File: src/rtl/space_wire_link_fsm.sv
// SpaceWire link-interface state machine: sequences ErrorReset/ErrorWait/Ready/
// Started/Connecting/Run and drives registered receiver/transmitter enables.
module space_wire_link_fsm #(
  parameter int unsigned TIMER_6US4_CYCLES  = 320,
  parameter int unsigned TIMER_12US8_CYCLES = 640
) (
  input  logic       i_clk,
  input  logic       i_reset_n,
  input  logic       i_link_start,
  input  logic       i_link_disable,
  input  logic       i_auto_start,
  input  logic       i_got_null,
  input  logic       i_got_fct,
  input  logic       i_got_nchar,
  input  logic       i_got_time_code,
  input  logic       i_rx_error,
  input  logic       i_credit_error,
  output logic       o_rx_reset_n,
  output logic       o_tx_enable,
  output logic       o_send_fct_enable,
  output logic       o_send_data_enable,
  output logic [2:0] o_link_state,
  output logic       o_link_error
);

  typedef enum logic [2:0] {
    S_ERROR_RESET = 3'd0,
    S_ERROR_WAIT  = 3'd1,
    S_READY       = 3'd2,
    S_STARTED     = 3'd3,
    S_CONNECTING  = 3'd4,
    S_RUN         = 3'd5
  } state_e;

  localparam int unsigned TMAX = (TIMER_6US4_CYCLES > TIMER_12US8_CYCLES) ?
                                 TIMER_6US4_CYCLES : TIMER_12US8_CYCLES;
  localparam int unsigned TW   = (TMAX > 2) ? $clog2(TMAX) : 1;

  localparam logic [TW-1:0] T6_LAST  = TW'(TIMER_6US4_CYCLES - 1);
  localparam logic [TW-1:0] T12_LAST = TW'(TIMER_12US8_CYCLES - 1);

  state_e          state_q, state_d;
  logic [TW-1:0]   timer_q, timer_d;
  logic            null_seen_q, null_seen_d;
  logic            link_error_d;
  logic            rx_reset_n_q, tx_enable_q, fct_enable_q, data_enable_q, link_error_q;

  logic link_enabled;
  logic pre_run_error;
  logic t12_expired;

  assign link_enabled  = !i_link_disable & (i_link_start | (i_auto_start & null_seen_q));
  assign pre_run_error = i_rx_error | i_got_fct | i_got_nchar | i_got_time_code;
  assign t12_expired   = (timer_q == T12_LAST);

  // Branch order inside each state encodes priority: error, then timeout, then progress.
  always_comb begin
    state_d      = state_q;
    link_error_d = 1'b0;
    unique case (state_q)
      S_ERROR_RESET: begin
        if (timer_q == T6_LAST) state_d = S_ERROR_WAIT;
      end
      S_ERROR_WAIT: begin
        if (pre_run_error) begin
          state_d      = S_ERROR_RESET;
          link_error_d = 1'b1;
        end else if (t12_expired) begin
          state_d = S_READY;
        end
      end
      S_READY: begin
        if (pre_run_error) begin
          state_d      = S_ERROR_RESET;
          link_error_d = 1'b1;
        end else if (link_enabled) begin
          state_d = S_STARTED;
        end
      end
      S_STARTED: begin
        if (pre_run_error | i_link_disable | t12_expired) begin
          state_d      = S_ERROR_RESET;
          link_error_d = 1'b1;
        end else if (i_got_null) begin
          state_d = S_CONNECTING;
        end
      end
      S_CONNECTING: begin
        if (i_rx_error | i_got_nchar | i_got_time_code | i_link_disable | t12_expired) begin
          state_d      = S_ERROR_RESET;
          link_error_d = 1'b1;
        end else if (i_got_fct) begin
          state_d = S_RUN;
        end
      end
      S_RUN: begin
        if (i_rx_error | i_credit_error | i_link_disable) begin
          state_d      = S_ERROR_RESET;
          link_error_d = 1'b1;
        end
      end
      default: begin
        state_d = S_ERROR_RESET;
      end
    endcase
  end

  always_comb begin
    timer_d     = (state_d != state_q) ? '0 : timer_q + 1'b1;
    null_seen_d = null_seen_q;
    if (state_d == S_ERROR_RESET)
      null_seen_d = 1'b0;
    else if (i_got_null && (state_q == S_ERROR_WAIT || state_q == S_READY))
      null_seen_d = 1'b1;
  end

  always_ff @(posedge i_clk) begin
    if (!i_reset_n) begin
      state_q       <= S_ERROR_RESET;
      timer_q       <= '0;
      null_seen_q   <= 1'b0;
      rx_reset_n_q  <= 1'b0;
      tx_enable_q   <= 1'b0;
      fct_enable_q  <= 1'b0;
      data_enable_q <= 1'b0;
      link_error_q  <= 1'b0;
    end else begin
      state_q       <= state_d;
      timer_q       <= timer_d;
      null_seen_q   <= null_seen_d;
      rx_reset_n_q  <= (state_d != S_ERROR_RESET);
      tx_enable_q   <= (state_d == S_STARTED) || (state_d == S_CONNECTING) || (state_d == S_RUN);
      fct_enable_q  <= (state_d == S_CONNECTING) || (state_d == S_RUN);
      data_enable_q <= (state_d == S_RUN);
      link_error_q  <= link_error_d;
    end
  end

  assign o_rx_reset_n       = rx_reset_n_q;
  assign o_tx_enable        = tx_enable_q;
  assign o_send_fct_enable  = fct_enable_q;
  assign o_send_data_enable = data_enable_q;
  assign o_link_state       = state_q;
  assign o_link_error       = link_error_q;

endmodule

File: config.mk
export PLATFORM = sky130hd
export DESIGN_NAME = space_wire_link_fsm
export DESIGN_NICKNAME = d
export VERILOG_FILES = /design/src/rtl/space_wire_link_fsm.sv
export SDC_FILE = /design/constraint.sdc
export NUM_CORES = 1
export LEC_CHECK = 0
export CAP_MARGIN = 10
export CORE_ASPECT_RATIO = 1.1
export CORE_MARGIN = 8
export CORE_UTILIZATION = 50
export DETAILED_ROUTE_END_ITERATION = 7
export GPL_TIMING_DRIVEN = 0
export MAX_ROUTING_LAYER = met4
export PLACE_DENSITY_LB_ADDON = 0.08
export SYNTH_ARGS = -nofsm -noshare
export SYNTH_HDL_FRONTEND = slang
export SYNTH_SLANG_ARGS = --single-unit
File: constraint.sdc
create_clock -name i_clk -period 2.35 [get_ports i_clk]
set_input_delay 0.47 -clock i_clk [delete_from_list [all_inputs] [get_ports i_clk]]
set_output_delay 0.47 -clock i_clk [all_outputs]
set_load 0.01 [all_outputs]
### After elaboration in Yosys (flattened, before gate mapping)

Index checks and enable logic that the tools add are counted.

| cells by class | value |
|---|---|
| $add $sub $neg | 1 |
| eq/ne operators | 11 |
| muxes and demuxes | 16 |
| bitwise operators | 15 |
| reduce and logical (&&, ||, !) cells | 12 |

Operators by type and width:

| operator | number |
|---|---|
| two-way mux 3 bit | 10 |
| one-hot mux 3 bit (6 select lines) | 1 |
| == test 3 bit, second input constant | 4 |
| OR 1 bit | 12 |
| adder 10 x 1 -> 10 bit, second input constant | 1 |
| == test 10 bit, second input constant | 1 |
| == test 10 x 9 -> 1 bit, second input constant | 1 |
| == test 3 x 2 -> 1 bit, second input constant | 3 |
| zero test 3 bit | 2 |
| OR reduction 2 bit | 3 |
| logical OR 1 bit | 4 |
| two-way mux 1 bit | 4 |
| one-hot mux 1 bit (4 select lines) | 1 |
| == test 3 x 1 -> 1 bit, second input constant | 1 |
| inequality test 3 bit | 1 |
| nonzero test 3 bit | 1 |
| AND 1 bit | 2 |
| logical AND 1 bit | 1 |
| zero test 1 bit | 1 |
| inverter 1 bit | 1 |

| storage, ports and cells | value |
|---|---|
| register bits after elaboration | 19 |
| input port bits | 11 |
| output and inout bits | 8 |

### Depth between registers and ports, before layout

| logic depth | value |
|---|---|
| depth after elaboration | 10 |
| mapped depth | 8 |

### Least setup slack after synthesis

No wires, ideal clock.

| timing path | value |
|---|---|
| path type | reg2reg |
| start point | register timer_q[0] |
| end point | register null_seen_q |
| library setup time | 74 ps |
| arrival | 1842 ps |
| data required time | 2276 ps |
| setup slack | 434 ps |
| stages on the path, launching flop included | 8 |
| path buffers | 1 |
| path through | dfxtp_1 -> ha_1 -> and4_1 -> buf_2 -> a31oi_2 -> a21o_1 -> or3b_1 -> a31oi_1 |

| between the ends | value |
|---|---|
| word-level cells in the longest chain between the ends | 6 |

Ends and longest elaborated chain:

| element | line | text |
|---|---|---|
| from (decl) | 43 | `logic [TW-1:0] timer_q, timer_d;` |
| from (signal assigned) | 129 | `timer_q <= timer_d;` |
| == test 10 bit | 54 | `assign t12_expired = (timer_q == T12_LAST);` |
| OR 1 bit (tied with other cells) | 89 | `if (i_rx_error \| i_got_nchar \| i_got_time_code \| i_link_disable \| t12_expired) begin` |
| two-way mux 3 bit (on tied branches) | 89, 65, 81 |  |
| one-hot mux 3 bit (6 select lines) (*) | 60 | `unique case (state_q)` |
| zero test 3 bit (*) | 111 | `if (state_d == S_ERROR_RESET)` |
| OR reduction 2 bit (no line) (*) | - |  |
| to (signal assigned) | 130 | `null_seen_q <= null_seen_d;` |
| to (decl) | 44 | `logic null_seen_q, null_seen_d;` |

Mark *: on every way between the ends. The rest lies on a longest branch, timed or not.
A chain may end at the register's enable or synchronous reset.

### Worst setup path after layout

| timing path | value |
|---|---|
| start point | input port i_got_nchar |
| end point | register timer_q[8] |

| between the ends | value |
|---|---|
| word-level cells in the longest chain between the ends | 8 |

Ends and longest elaborated chain:

| element | line | text |
|---|---|---|
| from (decl) | 14 | `input logic i_got_nchar,` |
| OR 1 bit (on tied branches) (2 in a row) | 89, 53 |  |
| OR 1 bit (on tied branches) (2 in a row) | 89, 81 |  |
| two-way mux 3 bit (on tied branches) | 89, 81 |  |
| one-hot mux 3 bit (6 select lines) (*) | 60 |  |
| inequality test 3 bit (*) | 109 | `timer_d = (state_d != state_q) ? '0 : timer_q + 1'b1;` |
| OR reduction 2 bit (no line) (*) | - |  |

Marks and branches as above.

==> out/qor.txt <==
Critical path's largest stage delay - 0.57 ns
Final WS setup - 0.127 ns
Hpwl dp - 1.78 mm
CTS max path bufs - 2
Clk Latency, worst-skew pair - 0.30 ns
CTS tree - built
Num Clock Sinks - 19
Fin crit period - 2.22 ns
Tightest Pin Transition - 0.439 ns
EDFF count, synth - 0
Reg2Reg Capture Point - null_seen_q$_SDFFE_PP0P_
Drt first pass iters - 4
RR Startpoint - timer_q[0]$_SDFF_PP0_
Design Area, Final - 0.00130 sq mm
CTS clock-pin slew for the worst setup and hold paths - 0.11 ns
Register area share after synthesis - 0.373
Crit-path slowest cell - or4_4
Drt wl/cell - 14.3 microns
Worst EP arrival - 2.43 ns
Leak Pwr - 0.473 nW
Total grt overflow - 0
GRT Overall Usage - 0.134
Die span in x - 59.1 microns
Post-synth top flop - dfxtp_1
Crit end category - flip-flop
FP Rows - 17
Number of global-route vias before repair - 890
Slew headroom - 0.705
FF-to-FF path depth - 7
Total Power - 0.535 mW
Height of the die - 63.4 microns
Area delta synth->final - 27.5%
Diodes inserted - 0
Power per cell area - 411 mW/mm^2
Setup TNS Final - 0 ns
Stages on worst setup path - 7
Reg2reg setup slack - 0.17 ns
Postcts setup bufs - 0
Syn Area/Cell - 8.96 sq um
Outcome - complete, no violations
Syn nets - 126
Starting density of the core - 0.516
CTS Hold Bufs - 0
Routed vias - 919
Area leader, netlist - dfxtp_1
Initial drt markers - 21
DRC - 0
Synthesized netlist cell count - 114
Worst hold stages - 1
Clk_skew - 0.0105 ns
Crit start category - input port
#FFs+latches synth - 19
Cell Area, Placed - 0.00124 sq mm
Final Util - 0.658
Nets - 149
Synth async-reset ratio - 0
Critical Path End - timer_q[8]$_SDFF_PP0_
Slew Limit Fails - 0
Final period util - 0.946
Max Freq - 450 MHz
Layout cells sized above 1 - 0.140
Worst hold path type - flip-flop to flip-flop
Critical Path Source - i_got_nchar
Vias per cell - 5.60
Max-cap violations - 0
GP Congestion - 0.898
Final setup vio count - 0
Distinct cells, synth - 44
Warning count from the yosys run - 0
# IOs - 19
Worst path bufs/invs - 2
Worst Path Max Fanout - 10
Top cell type's share of synthesized area - 0.373
Core Area - 0.00198 sq mm
WL final - 2.35 mm
DP Worst Slack - -0.219 ns
Post-route ant nets - 0
First-pass GRT wire length - 3.93 mm
CTS root buf - clkbuf_4
Max IR drop VDD - 0.377 mV
Initial antenna violation count - 0
Crit path required time - 2.56 ns
Cell with the most instances after synthesis - dfxtp_1
RSZ-0062 raised after global routing - no
Final Hold Fails - 0
CP Cell Sequence - clkdlybuf4s50_1 -> or4_4 -> nor3b_4 -> a31oi_1 -> o31a_1 -> buf_6 -> nor4_1
Mapped Area - 0.00102 sq mm
CTS Buf Count - 3
Critical path class - input port to flip-flop
H-tree Lvls - 1
Top delay family on crit path - simple AND/OR/NAND/NOR gates
Synth cell count leaders - dfxtp_1 (19), nor4_1 (9), a21oi_1 (6), nand3_1 (6), nor2_1 (6)
Synth area leaders - dfxtp_1 (37%), nor4_1 (5.5%), xor2_1 (4.3%)
Pin count of the biggest net entering global routing - 12
Buffers added on ports - 18
Die ar. - 0.00375 sq mm
-- per-stage QoR --
stage | std cells | hold WS, ns
finish | 164 | 0.467
global route | 164 | 0.484
CTS | 164 | 0.470
detailed placement | 160 | 0.454
global placement | 160 | 0.441
floorplan | 114 | 0.429
-- flip-flops by register name, summed over array words and instances (netlist names) --
name,count
o_rx_reset_n,1
o_send_data_enable,1
o_link_state,3
o_link_error,1
o_send_fct_enable,1
timer_q,10
null_seen_q,1
o_tx_enable,1
-- power by group --
group	switching, mW	internal, mW
registers	0.00329	0.326
clock network	0.0981	0.0634
logic	0.0209	0.0233
total	0.122	0.413
-- worst min path at each step --
| stage | to | slack, ns | startpoint |
|---|---|---|---|
| global placement | timer_q[0]$_SDFF_PP0_ | 0.44 | timer_q[0]$_SDFF_PP0_ |
| global route | timer_q[0]$_SDFF_PP0_ | 0.48 | timer_q[0]$_SDFF_PP0_ |
| CTS | timer_q[0]$_SDFF_PP0_ | 0.47 | timer_q[0]$_SDFF_PP0_ |
| floorplan | timer_q[0]$_SDFF_PP0_ | 0.43 | timer_q[0]$_SDFF_PP0_ |
| detailed placement | timer_q[0]$_SDFF_PP0_ | 0.45 | timer_q[0]$_SDFF_PP0_ |
| finish | timer_q[0]$_SDFF_PP0_ | 0.47 | timer_q[0]$_SDFF_PP0_ |
-- metal layers --
layer	wire length, microns	part of all wire	vias up	GRT usage
met5	0	0	-	-
li1	-	-	476	-
met1	970	0.41	421	0.137
met3	140	0.060	4	0.0426
met2	1210	0.52	18	0.235
met4	21	0.0090	0	0.0419
-- layout by cell type (no fill, tap or decap), types with 3 or more instances in the layout --
master           instances
dfxtp_1                 19
clkdlybuf4s50_1         17
nor4_1                   8
nand3_1                  6
nor2_1                   6
a21oi_1                  6
nand2_1                  5
xor2_1                   5
xnor2_1                  4
nand3b_1                 4
nor3_1                   3
inv_1                    3
clkbuf_4                 3
-- area by class of cell --
type / count / area (sq um)
fillers: 183 / 677
multi-input cells: 85 / 624
flip-flops and latches: 19 / 380
repair buffers: 18 / 183
well taps: 28 / 35.0
plain buffers: 5 / 32.5
clock buffers: 3 / 22.5
inverters: 5 / 18.8
clock inverters: 1 / 5.00
-- repair_timing --
item	in CTS	in global routing
resized for setup	0	6
endpoints found under the setup margin	0	14
endpoints found under the hold margin	0	0
-- worst reg2reg max path, delay by kind of cell, from the launching register on --
family	cells	cell delay (ns)
compound gates	3	0.77
simple gates	2	0.62
flops	1	0.34
fa+ha+maj	1	0.24
buf+inv	1	0.15
-- kinds of logic after synthesis --
kind of cell / share of synthesized area
compound gates: 0.163
xor+xnor: 0.0772
fa+ha+maj: 0.0123
buf+inv: 0.0502
flops: 0.373
simple gates: 0.325
Note: power is estimated with default switching activity, not from simulation.
